## src/rtl/i2s_rx.sv

```systemverilog
// Standard-format I2S slave receiver: oversamples sclk/lrclk/sdata in the clk
// domain and delivers left/right PCM pairs with a one-cycle valid strobe.
module i2s_rx #(
    parameter int AUDIO_DW = 16,
    parameter int TIMEOUT  = 1024
) (
    input  logic                clk,
    input  logic                reset,
    input  logic                sclk,
    input  logic                lrclk,
    input  logic                sdata,
    output logic [AUDIO_DW-1:0] left_chan,
    output logic [AUDIO_DW-1:0] right_chan,
    output logic                sample_valid,
    output logic                frame_err,
    output logic                locked
);

    localparam logic [0:0] ST_HUNT = 1'b0;
    localparam logic [0:0] ST_RUN  = 1'b1;
    localparam int         IW      = $clog2(TIMEOUT + 1);
    localparam logic [5:0] DW6     = 6'(AUDIO_DW);

    logic                sclk_m, sclk_s, sclk_h;
    logic                lr_m, lr_s;
    logic                sd_m, sd_s;
    logic [0:0]          state;
    logic                ws_prev;
    logic [4:0]          bcnt;
    logic [AUDIO_DW-1:0] shreg;
    logic [AUDIO_DW-1:0] left_hold;
    logic                left_ok;
    logic [1:0]          good_pairs;
    logic [IW-1:0]       idle_cnt;

    logic                rise, boundary, take, full, timeout, pair_done;
    logic [AUDIO_DW-1:0] word;

    always_comb begin
        rise      = sclk_s & ~sclk_h;
        boundary  = rise & (lr_s != ws_prev);
        take      = {1'b0, bcnt} < DW6;
        // bcnt + 1 bits seen in this word, boundary bit included
        full      = ({1'b0, bcnt} + 6'd1) >= DW6;
        word      = take ? {shreg[AUDIO_DW-2:0], sd_s} : shreg;
        timeout   = ~rise & (idle_cnt == IW'(TIMEOUT));
        // right word closes the pair, so its validity is "full" at this boundary
        pair_done = boundary & (state == ST_RUN) & ws_prev & full & left_ok;
    end

    always_ff @(posedge clk or posedge reset) begin
        if (reset) begin
            sclk_m       <= 1'b0;
            sclk_s       <= 1'b0;
            sclk_h       <= 1'b0;
            lr_m         <= 1'b0;
            lr_s         <= 1'b0;
            sd_m         <= 1'b0;
            sd_s         <= 1'b0;
            state        <= ST_HUNT;
            ws_prev      <= 1'b0;
            bcnt         <= '0;
            shreg        <= '0;
            left_hold    <= '0;
            left_ok      <= 1'b0;
            good_pairs   <= '0;
            idle_cnt     <= '0;
            left_chan    <= '0;
            right_chan   <= '0;
            sample_valid <= 1'b0;
            frame_err    <= 1'b0;
            locked       <= 1'b0;
        end else begin
            sclk_m       <= sclk;
            sclk_s       <= sclk_m;
            sclk_h       <= sclk_s;
            lr_m         <= lrclk;
            lr_s         <= lr_m;
            sd_m         <= sdata;
            sd_s         <= sd_m;
            sample_valid <= 1'b0;
            frame_err    <= 1'b0;

            if (rise) begin
                idle_cnt <= '0;
                ws_prev  <= lr_s;
            end else if (idle_cnt != IW'(TIMEOUT)) begin
                idle_cnt <= idle_cnt + IW'(1);
            end

            // link went quiet: drop lock and resynchronise on the next boundary
            if (timeout) begin
                state      <= ST_HUNT;
                locked     <= 1'b0;
                good_pairs <= '0;
                left_ok    <= 1'b0;
            end

            if (rise) begin
                if (boundary) begin
                    bcnt  <= '0;
                    shreg <= '0;
                    if (state == ST_HUNT) begin
                        state <= ST_RUN;
                    end else begin
                        if (!full) begin
                            frame_err  <= 1'b1;
                            good_pairs <= '0;
                            locked     <= 1'b0;
                        end
                        if (ws_prev) begin
                            left_ok <= 1'b0;
                        end else begin
                            left_ok <= full;
                            if (full)
                                left_hold <= word;
                        end
                        if (pair_done) begin
                            left_chan    <= left_hold;
                            right_chan   <= word;
                            sample_valid <= 1'b1;
                            if (good_pairs != 2'd2)
                                good_pairs <= good_pairs + 2'd1;
                            if (good_pairs != 2'd0)
                                locked <= 1'b1;
                        end
                    end
                end else begin
                    if (bcnt != 5'd31)
                        bcnt <= bcnt + 5'd1;
                    if (take)
                        shreg <= word;
                end
            end
        end
    end

endmodule

```

## config.mk

```make
export PLATFORM = sky130hd
export DESIGN_NAME = i2s_rx
export DESIGN_NICKNAME = d
export VERILOG_FILES = /design/src/rtl/i2s_rx.sv
export SDC_FILE = /design/constraint.sdc
export NUM_CORES = 1
export LEC_CHECK = 0
export CORE_ASPECT_RATIO = 0.8
export CORE_UTILIZATION = 35
export DETAILED_ROUTE_END_ITERATION = 10
export GPL_TIMING_DRIVEN = 0
export PLACE_DENSITY = 0.5
export SETUP_SLACK_MARGIN = 0.15
export SYNTH_ARGS = -nofsm -noshare
export SYNTH_HDL_FRONTEND = slang
export SYNTH_SLANG_ARGS = --single-unit
```

## constraint.sdc

```tcl
create_clock -name clk -period 8.1 [get_ports clk]
set_input_delay 2.43 -clock clk [delete_from_list [all_inputs] [get_ports clk]]
set_output_delay 2.43 -clock clk [all_outputs]
set_load 0.05 [all_outputs]
```

==> flow_metrics.tcl, run 1 <==
set metrics [dict create \
    outcome "finished, final reports clean" \
    period_share_pct 48.5 \
    cts_setup_buffers 0 \
    maxCapViolCount 0 \
    path_buf_inv 1 \
    ir_worst_vdd_uv 102 \
    routed_via_density 4.74 \
    die_width_um 122 \
    synth-async-reset-ratio_pct 100 \
    fin_crit_ns 3.93 \
    clock_path_buffers 2 \
    layout.nets 377 \
    leakage_nw 2.26 \
    grt_antenna_before_repair 0 \
    dpl.hpwl_um 4900 \
    synth_edf_count 0 \
    synthMuxAreaShare_pct 19.8 \
    share_comb_of_total_power_pct 6.8 \
    mostFrequentLayoutCells "95 x dfrtp_1, 56 x mux2_2, 42 x nand2_1" \
    ant_nets 0 \
    htree_levels 3 \
    coreArea_um2 11000 \
    drt_iter0_markers 86 \
    first_pass_iters 4 \
    worstSetupStartpointType "flop" \
    endpoint_kind "output pin" \
    synth.yosys.warnings 0 \
    area_growth_pct 23.1 \
    synth.distinct_cells 38 \
    slew_headroom_pct 47.8 \
    syn_avg_cell_area_um2 12.7 \
    die-area_um2 11900 \
    num_io_pins 40 \
    grt_pass1_wl_um 12500 \
    path_clk_slew_ns 0.06 \
    path_class "reg -> out" \
    power_frac_seq_pct 49.4 \
    grt_start_max_net_pins 53 \
    synth_compound_area_share_pct 4.21 \
    power_switching_w 0.000233 \
    port_buffers 39 \
    cts-root-buf "clkbuf_16" \
    skew_ns 0.00617 \
    slowest_delay_ns 0.81 \
    tightest_slew_ns 0.782 \
    crit_chain "clkdlybuf4s50_1" \
    path_max_fanout 2 \
    overflow 0 \
    start_util_pct 36.5 \
    first_global_vias 2491 \
    clock_sinks 95 \
    hold_path_depth 0 \
    synth-xor-area-share_pct 2.40 \
    reg2reg_depth 7 \
    ys_seq_area_share_pct 59.2 \
    drc_errors 0 \
    critical_path.top_delay_family "buffers and inverters" \
    rsz0062_at_grt "no" \
    worstSetupStartpoint "left_chan[11]" \
    synthFlopType "dfrtp_1" \
    fin_setup_tns_ns 0 \
    fp-row-count 34 \
    min_from "sd_m" \
    power.density_nw_per_um2 212 \
    cts_buffers 9 \
    layout-drive-gt1-share_pct 24.9 \
    synthesis.nets 326 \
    synthSimpleGateAreaFrac_pct 9.91 \
    place.gp.congestion 0.730 \
    min_to "sd_s" \
    n_antenna_cell 0 \
    crit_slowest_cell "clkdlybuf4s50_1" \
    p_int_w 0.000814 \
    fp.dieH_um 97.8 \
    cts_resized 0 \
    fillers 1036 \
    r2r_end "right_chan[0]" \
    synth_adder_area_share_pct 1.25 \
    syn_area_um2 4020 \
    setup_viol 0 \
    dr_total_vias 2453 \
    ctsHoldBuffers 0 \
    finalHoldViolCount 0 \
    min_path_type "reg -> reg" \
    hold-worst-slack_ns 0.347 \
    insertion_delay_ns 0.34 \
    cts_tree "yes" \
    grt_usage_pct 13.6 \
    synth-seq-cells 95 \
    clock_power_share_pct 43.7 \
    crit_required_ns 5.67 \
    wl_per_cell_um 14.0 \
    fmax_mhz 254 \
    drv_slew 0 \
    swShare_pct 22.2 \
    synth_top_family_by_area "multiplexers" \
    cp.arrival_ns 1.50 \
    r2r_start "bcnt[0]" \
    ff2ff_setup_slack_ns 5.83 \
    layout_commonest_cell "dfrtp_1" \
    wl_um 7260 \
    netlist_instances 317 \
]
-- cell usage after synthesis (all sizes together), types with 2 or more instances --
| cell type | instances | share of area [%] |
|---|---|---|
| dfrtp | 95 | 59 |
| mux2 | 65 | 19 |
| nand2 | 42 | 3.9 |
| a21oi | 20 | 2.5 |
| nor2 | 20 | 1.9 |
| buf | 9 | 2.0 |
| clkbuf | 7 | 0.65 |
| inv | 6 | 0.56 |
| xnor2 | 6 | 1.3 |
| xor2 | 5 | 1.1 |
| ha | 4 | 1.2 |
| nand3 | 4 | 0.50 |
| nor4 | 4 | 0.62 |
| mux2i | 3 | 0.75 |
| nor2b | 3 | 0.47 |
| o21ai | 3 | 0.37 |
| and3 | 2 | 0.31 |
| nor3 | 2 | 0.25 |
| o21bai | 2 | 0.37 |
| or3 | 2 | 0.31 |
-- through the flow --
stage | std cells | worst slack [ns] | utilization [%] | power [W] | cell area, um2
global route | 517 | 4.10 | 44.9 | 0.00110 | 4940
floorplan | 317 | 3.19 | - | 0.000577 | 4020
CTS | 517 | 4.14 | 44.9 | 0.00106 | 4940
global placement | 500 | 1.60 | 41.6 | 0.000595 | 4590
detailed placement | 501 | 4.52 | 41.9 | 0.000599 | 4620
finish | 517 | 4.17 | 44.9 | 0.00105 | 4940
-- routing by layer --
layer / up-vias / GRT usage [%] / wire length (um)
met5: - / 0 / 0
met4: 0 / 4.56 / 93
met1: 1207 / 19.5 / 3690
li1: 1191 / - / -
met2: 45 / 19.7 / 3200
met3: 10 / 3.74 / 270
-- how the worst max path moves through the flow --
stage,cells after the start,end
after CTS,1,left_chan[11]
final,1,left_chan[11]
after detailed placement,1,left_chan[15]
after floorplan,1,bcnt[0]
after global routing,1,left_chan[8]
after global placement,2,right_chan[12]
-- state kept, by name, indices dropped and copies added (netlist names), 2 cells and up --
register    flops
left_hold      16
idle_cnt       11
shreg          16
left_chan      16
bcnt            5
good_pairs      2
right_chan     16
-- final cells by class --
type,count,area [um2],area share (%)
clock inverters,3,65.1,1.32
flip-flops and latches,95,2380,48.1
well taps,144,180,3.65
multi-input cells,200,1510,30.5
clock buffers,13,260,5.27
repair buffers,40,418,8.46
plain buffers,16,108,2.18
inverters,6,25.0,0.506
-- cell families after synthesis --
| family | Yosys count |
|---|---|
| compound gates | 30 |
| flops | 95 |
| buf+inv | 22 |
| xor+xnor | 11 |
| fa+ha+maj | 4 |
| mux | 68 |
| simple gates | 87 |
-- power groups by stage --
stage	logic, W	registers [W]	clock network, W
finish	0.0000717	0.000518	0.000458
global route	0.0000855	0.000521	0.000492
CTS	0.0000736	0.000518	0.000473
detailed placement	0.0000732	0.000526	0
global placement	0.0000697	0.000526	0
floorplan	0.0000549	0.000522	0
No activity file was read; power rests on OpenSTA's default activity.
==> inputs of run 2 (changes only) <==
Settings changed: PLACE_DENSITY 0.5 to 0.52.
Clock period 8.1 ns to 3.4 ns, I/O delays scaled along.
==> flow_metrics.tcl, run 2 (synthesis results as in run 1) <==
set metrics [dict create \
    outcome "finished, final reports clean" \
    grt_antenna_before_repair 0 \
    tightest_slew_ns 0.779 \
    crit_chain "clkdlybuf4s50_1" \
    cts_tree "yes" \
    maxCapViolCount 0 \
    rsz0062_at_grt "no" \
    routed_via_density 4.70 \
    insertion_delay_ns 0.34 \
    drv_slew 0 \
    fin_setup_tns_ns 0 \
    fmax_mhz 393 \
    fp.dieH_um 97.8 \
    placed_cell_area_um2 4630 \
    place.gp.congestion 0.732 \
    num_io_pins 40 \
    power.density_nw_per_um2 469 \
    area_growth_pct 21.6 \
    finalHoldViolCount 0 \
    ant_nets 0 \
    slew_headroom_pct 48.0 \
    layout.cells.non_filler 515 \
    fp-row-count 34 \
    clock_sinks 95 \
    worstSetupStartpointType "flop" \
    grt_start_max_net_pins 37 \
    first_global_vias 2478 \
    crit_required_ns 2.38 \
    critical_path.top_delay_family "buffers and inverters" \
    period_share_pct 74.8 \
    crit_slowest_cell "clkdlybuf4s50_1" \
    wl_um 7280 \
    cts_buffers 9 \
    endpoint_kind "output pin" \
    fillers 1009 \
    slowest_delay_ns 0.81 \
    min_path_type "reg -> reg" \
    cts_setup_buffers 0 \
    wl_per_cell_um 14.1 \
    stdcell_area_um2 4880 \
    layout_commonest_cell "dfrtp_1" \
    mostFrequentLayoutCells "95 x dfrtp_1, 56 x mux2_2, 42 x nand2_1" \
    dpl.hpwl_um 5030 \
    fin_crit_ns 2.54 \
    dr_total_vias 2423 \
    layout.nets 378 \
    path_max_fanout 2 \
    setup_viol 0 \
    leakage_nw 2.23 \
    path_buf_inv 1 \
    path_clk_slew_ns 0.06 \
    dp.cells 502 \
    first_pass_iters 5 \
    grt_pass1_wl_um 12700 \
    cts_resized 0 \
    die_width_um 122 \
    overflow 0 \
    drc_errors 0 \
    start_util_pct 36.5 \
    htree_levels 3 \
    coreArea_um2 11000 \
    layout-drive-gt1-share_pct 24.8 \
    ir_worst_vdd_uv 262 \
    clock_path_buffers 2 \
    n_antenna_cell 0 \
    skew_ns 0.00510 \
    drt_iter0_markers 92 \
    grt_usage_pct 14.0 \
    die-area_um2 11900 \
    post-route-util_pct 44.3 \
    cp.arrival_ns 1.52 \
    port_buffers 39 \
    cts-root-buf "clkbuf_16" \
    path_class "reg -> out" \
    ctsHoldBuffers 0 \
]
==> run 2: final cells by class <==
cell class	count	area (um2)	share of cell area, %
Multi-Input combinational cell	200	1510	30.9
Clock buffer	11	243	4.97
Inverter	6	26.3	0.538
Clock inverter	2	10.0	0.205
Buffer	16	108	2.20
Tap cell	144	180	3.69
Sequential cell	95	2380	48.7
Timing Repair Buffer	41	430	8.81
==> run 2: path summary, 6_finish.rpt <==
check	startpoint	end	slack (ns)	cells past startpoint
hold reg to reg	sclk_m	sclk_s	0.35	0
hold / removal	sclk_m	sclk_s	0.35	0
max in group asynchronous	reset	left_hold[12]	1.46	4
setup reg to reg	bcnt[0]	left_chan[12]	1.13	7
min in group asynchronous	reset	sample_valid	1.12	2
setup / recovery	left_chan[9]	left_chan[9]	0.86	1
==> run 2: worst register-to-register path, cell delays in order (launching register included) <==
cell and delay [ns]:
dfrtp_1 0.41, ha_1 0.22, and3_1 0.15, ha_1 0.30, a31oi_1 0.10, nor2_2 0.34
buf_4 0.29, mux2_2 0.35
==> run 2: metal layers <==
layer | global-route usage, % | wire [um]
met4 | 4.56 | 103
met5 | 0 | 0
met1 | 19.5 | 3660
met2 | 20.3 | 3220
met3 | 4.85 | 296
==> run 2: power breakdown <==
group / internal, W / switching [W] / leakage (nW)
Combinational: 0.0000763 / 0.0000964 / 0.809
Clock: 0.000500 / 0.000384 / 0.127
Sequential: 0.00118 / 0.0000515 / 1.29
==> run 2: stage by stage <==
step           worst slack (ns)  hold WS (ns)  power [W]
6_report                  0.857         0.348    0.00229
5_1_grt                   0.810         0.364    0.00242
4_1_cts                   0.843         0.351    0.00234
3_5_place_dp               1.02         0.337    0.00143
3_3_place_gp              0.207         0.337    0.00142
2_1_floorplan              1.26         0.331    0.00137
==> inputs of run 3 (changes only) <==
Settings changed: PLACE_DENSITY 0.52 to 0.5.
Clock period 3.4 ns to 2.4 ns, I/O delays scaled along.
==> flow_metrics.tcl, run 3 (synthesis results as in run 1) <==
set metrics [dict create \
    outcome "finished, final reports clean" \
    drt-met1-wl_um 3780 \
    drv_slew 0 \
    dr_total_vias 2473 \
    fillers 1034 \
    hold_path_depth 0 \
    dpl.hpwl_um 5050 \
    route.met3.wl_um 286 \
    rsz0062_at_grt "no" \
    maxCapViolCount 0 \
    layout.cells.non_filler 517 \
    n_antenna_cell 0 \
    layout_commonest_cell "dfrtp_1" \
    worstSetupStartpointType "flop" \
    critical_path.top_delay_family "buffers and inverters" \
    die_width_um 122 \
    cts_buffers 9 \
    routed_via_density 4.78 \
    slowest_delay_ns 0.80 \
    grt_usage_pct 14.3 \
    port_buffers 39 \
    endpoint_kind "output pin" \
    ir_worst_vdd_uv 301 \
    reg2reg_depth 8 \
    dp.cells 502 \
    cts_tree "yes" \
    slew_headroom_pct 46.2 \
    wl_per_cell_um 14.5 \
    clock_sinks 95 \
    r2r_end "left_hold[0]" \
    top_layer "met4" \
    first_pass_iters 4 \
    num_io_pins 40 \
    wl_um 7510 \
    grt_start_max_net_pins 40 \
    ff2ff_setup_slack_ns 0.23 \
    area_growth_pct 25.2 \
    leakage_nw 2.70 \
    clock_path_buffers 2 \
    fp-row-count 34 \
    coreArea_um2 11000 \
    fmax_mhz 456 \
    drc_errors 0 \
    grt_pass1_wl_um 13200 \
    insertion_delay_ns 0.33 \
    path_max_fanout 2 \
    multi_input_area_um2 1530 \
    crit_chain "clkdlybuf4s50_1" \
    setup_viol 0 \
    crit_required_ns 1.68 \
    fin_setup_tns_ns 0 \
    cp.arrival_ns 1.47 \
    regArea_um2 2380 \
    mostFrequentLayoutCells "95 x dfrtp_1, 56 x mux2_2, 42 x nand2_1" \
    min_from "lr_m" \
    die-area_um2 11900 \
    fp.dieH_um 97.8 \
    drt_iter0_markers 94 \
    start_util_pct 36.5 \
    path_clk_slew_ns 0.06 \
    path_buf_inv 1 \
    p_total_w 0.00351 \
    place.gp.congestion 0.742 \
    first_global_vias 2539 \
    layout-drive-gt1-share_pct 25.7 \
    tightest_slew_ns 0.805 \
    cts-root-buf "clkbuf_16" \
    post-route-util_pct 45.6 \
    finalHoldViolCount 0 \
    htree_levels 3 \
    r2r_start "bcnt[0]" \
    min_to "lr_s" \
    grt_antenna_before_repair 0 \
    period_share_pct 91.4 \
    skew_ns 0.00780 \
    power.density_nw_per_um2 698 \
    min_path_type "reg -> reg" \
    ant_nets 0 \
    wl_met2_um 3350 \
    overflow 0 \
    path_class "reg -> out" \
    crit_slowest_cell "clkdlybuf4s50_1" \
    layout.nets 378 \
    fin_crit_ns 2.19 \
]
[run 3: timing repair]
item | 4_1_cts | 5_1_grt
buffers inserted | 0 | 0
endpoints found under the setup margin | 31 | 58
resized for setup | 4 | 25
hold buffers | 0 | 0
[run 3: through the flow]
stage          hold WS, ns  area [um2]  setup WS [ns]
6_report             0.356        5030          0.207
4_1_cts              0.359        4950          0.140
5_1_grt              0.363        5030          0.152
3_3_place_gp         0.336        4590         -0.512
2_1_floorplan        0.331        4020          0.295
3_5_place_dp         0.338        4630         0.0963
[run 3: final cells by class]
| type | count | share of cell area (%) |
|---|---|---|
| flip-flops and latches | 95 | 47.3 |
| multi-input cells | 200 | 30.5 |
| repair buffers | 41 | 9.66 |
| clock buffers | 11 | 4.83 |
| well taps | 144 | 3.58 |
| plain buffers | 16 | 2.24 |
| clock inverters | 4 | 1.39 |
| inverters | 6 | 0.523 |
[run 3: report_power, final]
part / internal (W) / switching, W / total, W / leakage [nW]
combinational: 0.000109 / 0.000141 / 0.000249 / 1.25
sequential: 0.00167 / 0.0000743 / 0.00175 / 1.29
clock: 0.000932 / 0.000578 / 0.00151 / 0.155
total: 0.00271 / 0.000793 / 0.00351 / 2.70
[run 3: worst max-delay path by stage]
| stage | from | end | depth (start not counted) |
|---|---|---|---|
| detailed placement | bcnt[0] | right_chan[2] | 7 |
| global route | left_chan[7] | left_chan[7] | 1 |
| floorplan | bcnt[0] | left_hold[0] | 8 |
| CTS | bcnt[0] | left_hold[0] | 8 |
| global placement | reset | left_chan[12] | 2 |
| finish | left_chan[7] | left_chan[7] | 1 |
[run 3: per-layer routing]
metal	vias to the layer above	track usage, %
li1	1192	-
met5	-	0
met3	8	4.26
met1	1235	20.2
met4	0	4.56
met2	38	20.9
